**src/rtl/bus_grant_if.sv**
```systemverilog
// Bus-grant handshake bundle between the grant controller and its environment.
//   Inputs to the controller:
//     mc_clk_fall   one-cycle strobe per falling edge of CLK_7M
//     req_pi/aux    access requests, held until the matching done pulse
//     cyc_done      end-of-access pulse from the bus-cycle engine
//     bg_n, as_n, dtack_n, bgack_n   synchronized bus lines
//     force_release level request to give the bus back
//   Outputs from the controller:
//     br_drive, bgack_drive   open-drain enables (1 pulls the line low)
//     grant_pi/aux            one-hot grant to the engine
//     done_pi/aux             one-cycle completion pulses
//     bus_owned, bg_timeout   status
interface bus_grant_if;
  logic mc_clk_fall;
  logic req_pi;
  logic req_aux;
  logic cyc_done;
  logic bg_n;
  logic as_n;
  logic dtack_n;
  logic bgack_n;
  logic force_release;

  logic br_drive;
  logic bgack_drive;
  logic grant_pi;
  logic grant_aux;
  logic done_pi;
  logic done_aux;
  logic bus_owned;
  logic bg_timeout;

  modport master (
    input  mc_clk_fall, req_pi, req_aux, cyc_done,
           bg_n, as_n, dtack_n, bgack_n, force_release,
    output br_drive, bgack_drive, grant_pi, grant_aux,
           done_pi, done_aux, bus_owned, bg_timeout
  );

  modport slave (
    output mc_clk_fall, req_pi, req_aux, cyc_done,
           bg_n, as_n, dtack_n, bgack_n, force_release,
    input  br_drive, bgack_drive, grant_pi, grant_aux,
           done_pi, done_aux, bus_owned, bg_timeout
  );
endinterface

```
**src/rtl/bus_grant_ctrl.sv**
```systemverilog
// Bus-grant controller: runs the BR / BG / BGACK arbitration sequence to take
// the bus for two local requesters (pi, aux), grants them round-robin while
// the bus is owned, and hands the bus back after an idle period, on request,
// or abandons the attempt after a BG timeout.
//   sys_clk  system clock, all logic on its rising edge
//   nRESET   asynchronous active-low reset
//   bus      bus_grant_if.master (requests, bus lines, strobe, grants, status)
// All outputs come straight from flops.
module bus_grant_ctrl #(
  parameter int IDLE_HOLD  = 16,
  parameter int BG_TIMEOUT = 255
) (
  input  logic         sys_clk,
  input  logic         nRESET,
  bus_grant_if.master  bus
);

  localparam int TMO_W  = $clog2(BG_TIMEOUT) + 1;
  localparam int IDLE_W = $clog2(IDLE_HOLD) + 1;
  localparam logic [TMO_W-1:0]  TMO_LIMIT  = TMO_W'(BG_TIMEOUT);
  localparam logic [IDLE_W-1:0] IDLE_LIMIT = IDLE_W'(IDLE_HOLD);
  localparam logic [TMO_W-1:0]  TMO_ONE    = TMO_W'(1);
  localparam logic [IDLE_W-1:0] IDLE_ONE   = IDLE_W'(1);

  typedef enum logic [2:0] {
    S_RELEASED,
    S_REQUEST,
    S_WAIT_BUS,
    S_OWNED,
    S_BUSY,
    S_RELEASE
  } state_t;

  state_t              state;
  logic [TMO_W-1:0]    tmo_cnt;
  logic [IDLE_W-1:0]   idle_cnt;
  logic                last_aux;

  logic br_drive_r;
  logic bgack_drive_r;
  logic grant_pi_r;
  logic grant_aux_r;
  logic done_pi_r;
  logic done_aux_r;
  logic bus_owned_r;
  logic bg_timeout_r;

  logic                any_req;
  logic                pick_aux;
  logic                bus_free;
  logic [IDLE_W-1:0]   idle_next;

  function automatic logic [TMO_W-1:0] sat_inc_tmo(input logic [TMO_W-1:0] v);
    return (&v) ? v : v + TMO_ONE;
  endfunction

  function automatic logic [IDLE_W-1:0] sat_inc_idle(input logic [IDLE_W-1:0] v);
    return (&v) ? v : v + IDLE_ONE;
  endfunction

  assign any_req   = bus.req_pi | bus.req_aux;
  // Aux wins when it is alone, or when both ask and pi was served last.
  assign pick_aux  = bus.req_aux & (~bus.req_pi | ~last_aux);
  assign bus_free  = bus.mc_clk_fall & bus.as_n & bus.dtack_n & bus.bgack_n;
  assign idle_next = bus.mc_clk_fall ? sat_inc_idle(idle_cnt) : idle_cnt;

  always_ff @(posedge sys_clk or negedge nRESET) begin
    if (!nRESET) begin
      state         <= S_RELEASED;
      tmo_cnt       <= '0;
      idle_cnt      <= '0;
      last_aux      <= 1'b1;
      br_drive_r    <= 1'b0;
      bgack_drive_r <= 1'b0;
      grant_pi_r    <= 1'b0;
      grant_aux_r   <= 1'b0;
      done_pi_r     <= 1'b0;
      done_aux_r    <= 1'b0;
      bus_owned_r   <= 1'b0;
      bg_timeout_r  <= 1'b0;
    end else begin
      done_pi_r  <= 1'b0;
      done_aux_r <= 1'b0;
      case (state)
        S_RELEASED: begin
          if (any_req) begin
            br_drive_r <= 1'b1;
            tmo_cnt    <= '0;
            state      <= S_REQUEST;
          end
        end
        S_REQUEST: begin
          if (bus.force_release) begin
            br_drive_r <= 1'b0;
            state      <= S_RELEASED;
          end else if (tmo_cnt == TMO_LIMIT) begin
            br_drive_r   <= 1'b0;
            bg_timeout_r <= 1'b1;
            state        <= S_RELEASED;
          end else if (bus.mc_clk_fall) begin
            if (!bus.bg_n) state <= S_WAIT_BUS;
            else           tmo_cnt <= sat_inc_tmo(tmo_cnt);
          end
        end
        S_WAIT_BUS: begin
          if (bus.force_release) begin
            br_drive_r <= 1'b0;
            state      <= S_RELEASED;
          end else if (bus_free) begin
            // BR and BGACK swap in the same edge so they never overlap.
            bgack_drive_r <= 1'b1;
            bus_owned_r   <= 1'b1;
            br_drive_r    <= 1'b0;
            bg_timeout_r  <= 1'b0;
            idle_cnt      <= '0;
            state         <= S_OWNED;
          end
        end
        S_OWNED: begin
          if (bus.force_release) begin
            state <= S_RELEASE;
          end else if (any_req) begin
            grant_aux_r <= pick_aux;
            grant_pi_r  <= ~pick_aux;
            last_aux    <= pick_aux;
            idle_cnt    <= '0;
            state       <= S_BUSY;
          end else if (idle_next >= IDLE_LIMIT) begin
            state <= S_RELEASE;
          end else begin
            idle_cnt <= idle_next;
          end
        end
        S_BUSY: begin
          if (bus.cyc_done) begin
            done_pi_r   <= grant_pi_r;
            done_aux_r  <= grant_aux_r;
            grant_pi_r  <= 1'b0;
            grant_aux_r <= 1'b0;
            idle_cnt    <= '0;
            state       <= bus.force_release ? S_RELEASE : S_OWNED;
          end
        end
        S_RELEASE: begin
          bgack_drive_r <= 1'b0;
          bus_owned_r   <= 1'b0;
          state         <= S_RELEASED;
        end
        default: state <= S_RELEASED;
      endcase
    end
  end

  assign bus.br_drive    = br_drive_r;
  assign bus.bgack_drive = bgack_drive_r;
  assign bus.grant_pi    = grant_pi_r;
  assign bus.grant_aux   = grant_aux_r;
  assign bus.done_pi     = done_pi_r;
  assign bus.done_aux    = done_aux_r;
  assign bus.bus_owned   = bus_owned_r;
  assign bus.bg_timeout  = bg_timeout_r;

endmodule

```
**src/flat_wrapper.sv**
```systemverilog
// flat-port wrapper written by rule: the top's interface ports become plain ports
module bus_grant_ctrl_flat 
#(
  parameter int IDLE_HOLD  = 16,
  parameter int BG_TIMEOUT = 255
)
  (sys_clk, nRESET, bus_mc_clk_fall, bus_req_pi, bus_req_aux, bus_cyc_done, bus_bg_n, bus_as_n, bus_dtack_n, bus_bgack_n, bus_force_release, bus_br_drive, bus_bgack_drive, bus_grant_pi, bus_grant_aux, bus_done_pi, bus_done_aux, bus_bus_owned, bus_bg_timeout);
  bus_grant_if bus_i ();
  input  logic sys_clk;
  input  logic nRESET;
  input wire logic [$bits(bus_i.mc_clk_fall)-1:0] bus_mc_clk_fall;
  input wire logic [$bits(bus_i.req_pi)-1:0] bus_req_pi;
  input wire logic [$bits(bus_i.req_aux)-1:0] bus_req_aux;
  input wire logic [$bits(bus_i.cyc_done)-1:0] bus_cyc_done;
  input wire logic [$bits(bus_i.bg_n)-1:0] bus_bg_n;
  input wire logic [$bits(bus_i.as_n)-1:0] bus_as_n;
  input wire logic [$bits(bus_i.dtack_n)-1:0] bus_dtack_n;
  input wire logic [$bits(bus_i.bgack_n)-1:0] bus_bgack_n;
  input wire logic [$bits(bus_i.force_release)-1:0] bus_force_release;
  output wire logic [$bits(bus_i.br_drive)-1:0] bus_br_drive;
  output wire logic [$bits(bus_i.bgack_drive)-1:0] bus_bgack_drive;
  output wire logic [$bits(bus_i.grant_pi)-1:0] bus_grant_pi;
  output wire logic [$bits(bus_i.grant_aux)-1:0] bus_grant_aux;
  output wire logic [$bits(bus_i.done_pi)-1:0] bus_done_pi;
  output wire logic [$bits(bus_i.done_aux)-1:0] bus_done_aux;
  output wire logic [$bits(bus_i.bus_owned)-1:0] bus_bus_owned;
  output wire logic [$bits(bus_i.bg_timeout)-1:0] bus_bg_timeout;
  assign bus_i.mc_clk_fall = bus_mc_clk_fall;
  assign bus_i.req_pi = bus_req_pi;
  assign bus_i.req_aux = bus_req_aux;
  assign bus_i.cyc_done = bus_cyc_done;
  assign bus_i.bg_n = bus_bg_n;
  assign bus_i.as_n = bus_as_n;
  assign bus_i.dtack_n = bus_dtack_n;
  assign bus_i.bgack_n = bus_bgack_n;
  assign bus_i.force_release = bus_force_release;
  assign bus_br_drive = bus_i.br_drive;
  assign bus_bgack_drive = bus_i.bgack_drive;
  assign bus_grant_pi = bus_i.grant_pi;
  assign bus_grant_aux = bus_i.grant_aux;
  assign bus_done_pi = bus_i.done_pi;
  assign bus_done_aux = bus_i.done_aux;
  assign bus_bus_owned = bus_i.bus_owned;
  assign bus_bg_timeout = bus_i.bg_timeout;
  bus_grant_ctrl #(.IDLE_HOLD(IDLE_HOLD), .BG_TIMEOUT(BG_TIMEOUT)) u_core (.sys_clk(sys_clk), .nRESET(nRESET), .bus(bus_i));
endmodule
```
**config.mk**
```make
export PLATFORM = sky130hd
export DESIGN_NAME = bus_grant_ctrl_flat
export DESIGN_NICKNAME = d
export VERILOG_FILES = /design/src/rtl/bus_grant_if.sv /design/src/rtl/bus_grant_ctrl.sv /design/src/flat_wrapper.sv
export SDC_FILE = /design/constraint.sdc
export NUM_CORES = 1
export LEC_CHECK = 0
export CORE_UTILIZATION = 50
export DETAILED_ROUTE_END_ITERATION = 8
export MAX_ROUTING_LAYER = met4
export PLACE_DENSITY = 0.76
export SKIP_LAST_GASP = 1
export SLEW_MARGIN = 30
export SYNTH_ARGS = -nofsm -noshare
export SYNTH_HDL_FRONTEND = slang
export SYNTH_SLANG_ARGS = --single-unit
```
**constraint.sdc**
```tcl
create_clock -name sys_clk -period 3.1 [get_ports sys_clk]
set_clock_uncertainty 0.2 [all_clocks]
set_input_delay 0.465 -clock sys_clk [delete_from_list [all_inputs] [get_ports sys_clk]]
set_output_delay 0.465 -clock sys_clk [all_outputs]
set_load 0.1 [all_outputs]
```
==> results.toml <==
[status]
status = "finished, violations left"
violations = "DRC"

[drt]
num_vias = 1292
wl_um = 3180
antenna_left = 0
vias_per_cell = 6.30
drtIter0Drc = 41
drtPass1Iterations = 6
remaining_drc_errors = 2
routedWlPerCell_um = 15.5

[sta]
layout_setup_ws_ns = 0.504
setup_viol = 0
setup_tns_ns = 0
rsz0062_at_grt = "no"
slew_violations = 0
worst_pin_slew_ns = 0.504
maxSlewHeadroom_pct = 66.4
fin_crit_ns = 2.60
hold_viol = 0
holdWs_ns = 0.292
fmax_mhz = 385
min_period_over_period_pct = 83.7

[yosys]
synth_top_family_by_area = "simple AND/OR/NAND/NOR gates"
synth_async_sr_flop_share_pct = 100
synth_xor_area_share_pct = 0.571
synth_edf_count = 0
postSynthCellCount = 161
synth_compound_area_share_pct = 22.3
synth-main-ff-cell = "dfrtp_1"
synth.net_count = 177
yosysTopAreaCell = "dfrtp_1"
yosysWarnings = 0
yosysSeqAreaShare_pct = 40.9
netlist.area_leader.share_pct = 39.2
synth_mux_area_share_pct = 0
synth_fa_ha_area_share_pct = 4.08
ys_ff_latch = 25
syn_avg_cell_area_um2 = 9.53
yosys.area_share.simple_pct = 26.0
ys_types = 52
synth.area.top_cells = "dfrtp_1 39%, ha_1 4.1%, nand3_1 3.9%, o21ai_0 3.9%, a21oi_1 3.6%"
syn_area_um2 = 1530

[clock_network]
cts_buffer_depth = 2
cts_root_buf = "clkbuf_4"
postCtsSetupRepairBufs = 0
cts_tree = "done"
path_clk_slew_ns = 0.13
cts.sinks = 25
holdBufCountCts = 0
clk_latency_ns = 0.32
htree_levels = 1
cts_inserted_buffers = 3
post_cts_resized = 0

[global_route]
first_global_vias = 1252
grt_usage_pct = 22.0
grt_overflow = 0
grt_max_degree = 26
antenna_found_initial = 0
grt_pass1_wl_um = 5470

[setup_path]
cp.arrival_ns = 2.65
path_class = "flip-flop to flip-flop"
critPathSlowestCell = "dfrtp_1"
path_cells = "ha_1, nand3_1, or2_2, nor2_1, ha_1, nor4b_4, o2111ai_2, or4_1, a21oi_1"
critPathCaptureType = "flip-flop"
cpMostUsedCell = "ha_1"
crit_required_ns = 3.16
slowest_delay_ns = 0.45
crit_path_start_kind = "flip-flop"
critPathMaxFanout = 5

[floorplan]
die_area_um2 = 3290
pin_count = 19
num_rows = 19
die-width_um = 57.4
core_area_um2 = 2830
fp.dieH_um = 57.4
initial_utilization_pct = 54.2

[power_and_ir_drop]
power.total_mw = 1.19
power_density_nw_per_um2 = 701
peakVddDrop_v = 0.000544
cellLeakagePower_nw = 0.702

[finish]
nets = 191
nFillCells = 253
seqCellArea_um2 = 627
synthToLayoutAreaGrowth_pct = 10.5
drive_above_1_share_pct = 14.4
num_antenna_cells = 0
fin_area_um2 = 1700
multi_input_area_um2 = 813

[place]
port_buffers = 18
post-place-ws_ns = 0.547
dp_hpwl_um = 2340
dpl-instance-area_um2 = 1670
globalplace.congestion = 0.833

[flow_run]
maxCapViolCount = 0

[min_path]
hold_path.class = "input port to asynchronous set/reset pin"
final cells by class:
class,count,area share [%]
Tap cell,31,2.29
Clock buffer,4,1.55
Inverter,6,1.33
Timing Repair Buffer,19,9.89
Multi-Input combinational cell,120,48.0
Sequential cell,25,37.0
synthesized netlist by cell type (all sizes together) (2+ instances only):
library cell   n
nand2b         3
o31ai          3
dfrtp         24
a31oi          6
a21boi         2
or2            2
o21ai         14
and3           2
or3            5
a21oi         12
and2           3
nor3b          2
a21o           2
ha             5
and4bb         2
nor2          10
nor4b          2
and4           2
nand3         12
nor2b          2
o2111ai        2
inv            6
nand2         12
buf            9
layer usage:
layer	vias to the layer above	global-route usage [%]	routed length, um
li1	616	-	-
met2	31	37.2	1550
met5	-	-	0
met4	0	7.32	36
met3	4	2.72	114
met1	641	27.2	1470
registers in the layout, indices dropped and copies added, names as in the netlist:
| signal | count |
|---|---|
| u_core.bus.grant_pi | 1 |
| u_core.bus.done_aux | 1 |
| u_core.state | 3 |
| u_core.idle_cnt | 5 |
| u_core.bus.done_pi | 1 |
| u_core.last_aux | 1 |
| u_core.tmo_cnt | 9 |
| u_core.bus.bg_timeout | 1 |
| u_core.bus.bgack_drive | 1 |
| u_core.bus.br_drive | 1 |
| u_core.bus.grant_aux | 1 |
final timing paths:
kind                                    start                     end  slack, ns  cells past startpoint
min in group sys_clk       u_core.idle_cnt[0]      u_core.idle_cnt[0]       0.31                      1
setup / recovery            u_core.tmo_cnt[0]       u_core.tmo_cnt[7]       0.50                      9
hold reg to reg            u_core.idle_cnt[0]      u_core.idle_cnt[0]       0.31                      1
hold / removal                         nRESET  u_core.bus.bgack_drive       0.29                      2
max in group asynchronous              nRESET         u_core.last_aux       2.11                      2
setup reg to reg            u_core.tmo_cnt[0]       u_core.tmo_cnt[7]       0.50                      9
stage by stage:
stage                     util, %  cells
after floorplan                 -    161
after global placement       59.0    201
after detailed placement     59.0    201
after CTS                    59.9    205
after global routing         59.9    205
final                        59.9    205
kinds of logic (layout without fill, tap and decap cells):
| kind of cell | Yosys count | after routing |
|---|---|---|
| AO/OA/AOI/OAI | 49 | 49 |
| XOR/XNOR | 1 | 1 |
| adder cells (fa/ha/maj) | 5 | 5 |
| buffers and inverters | 16 | 29 |
| flip-flops | 25 | 25 |
| AND/OR/NAND/NOR | 65 | 65 |
power breakdown:
group	total (mW)	internal, mW	switching [mW]
clock	0.148	0.0504	0.0974
sequential	0.492	0.392	0.100
combinational	0.548	0.164	0.384
worst max-delay path, delay by kind of cell, from the launching register on:
family | cells | cell delay (ns)
adder cells (fa/ha/maj) | 2 | 0.48
flip-flops | 1 | 0.45
AO/OA/AOI/OAI | 2 | 0.34
AND/OR/NAND/NOR | 5 | 1.06
cell usage in the layout, fill, tap and decap left out, types with 2 or more instances in the layout:
master and instances:
clkbuf_4 3, dfrtp_1 24, o31ai_1 3, nor2_1 9, nand2b_1 3, clkdlybuf4s50_1 10
or3_1 5, and4_1 2, a21o_1 2, o2111ai_2 2, buf_4 9, a21oi_1 11
nor2b_1 2, and3_1 2, nand3_1 12, nand2_1 12, a31oi_1 6, a21boi_0 2
inv_1 6, and2_1 3, ha_1 5, o21ai_0 12
No activity file was read; power rests on OpenSTA's default activity.
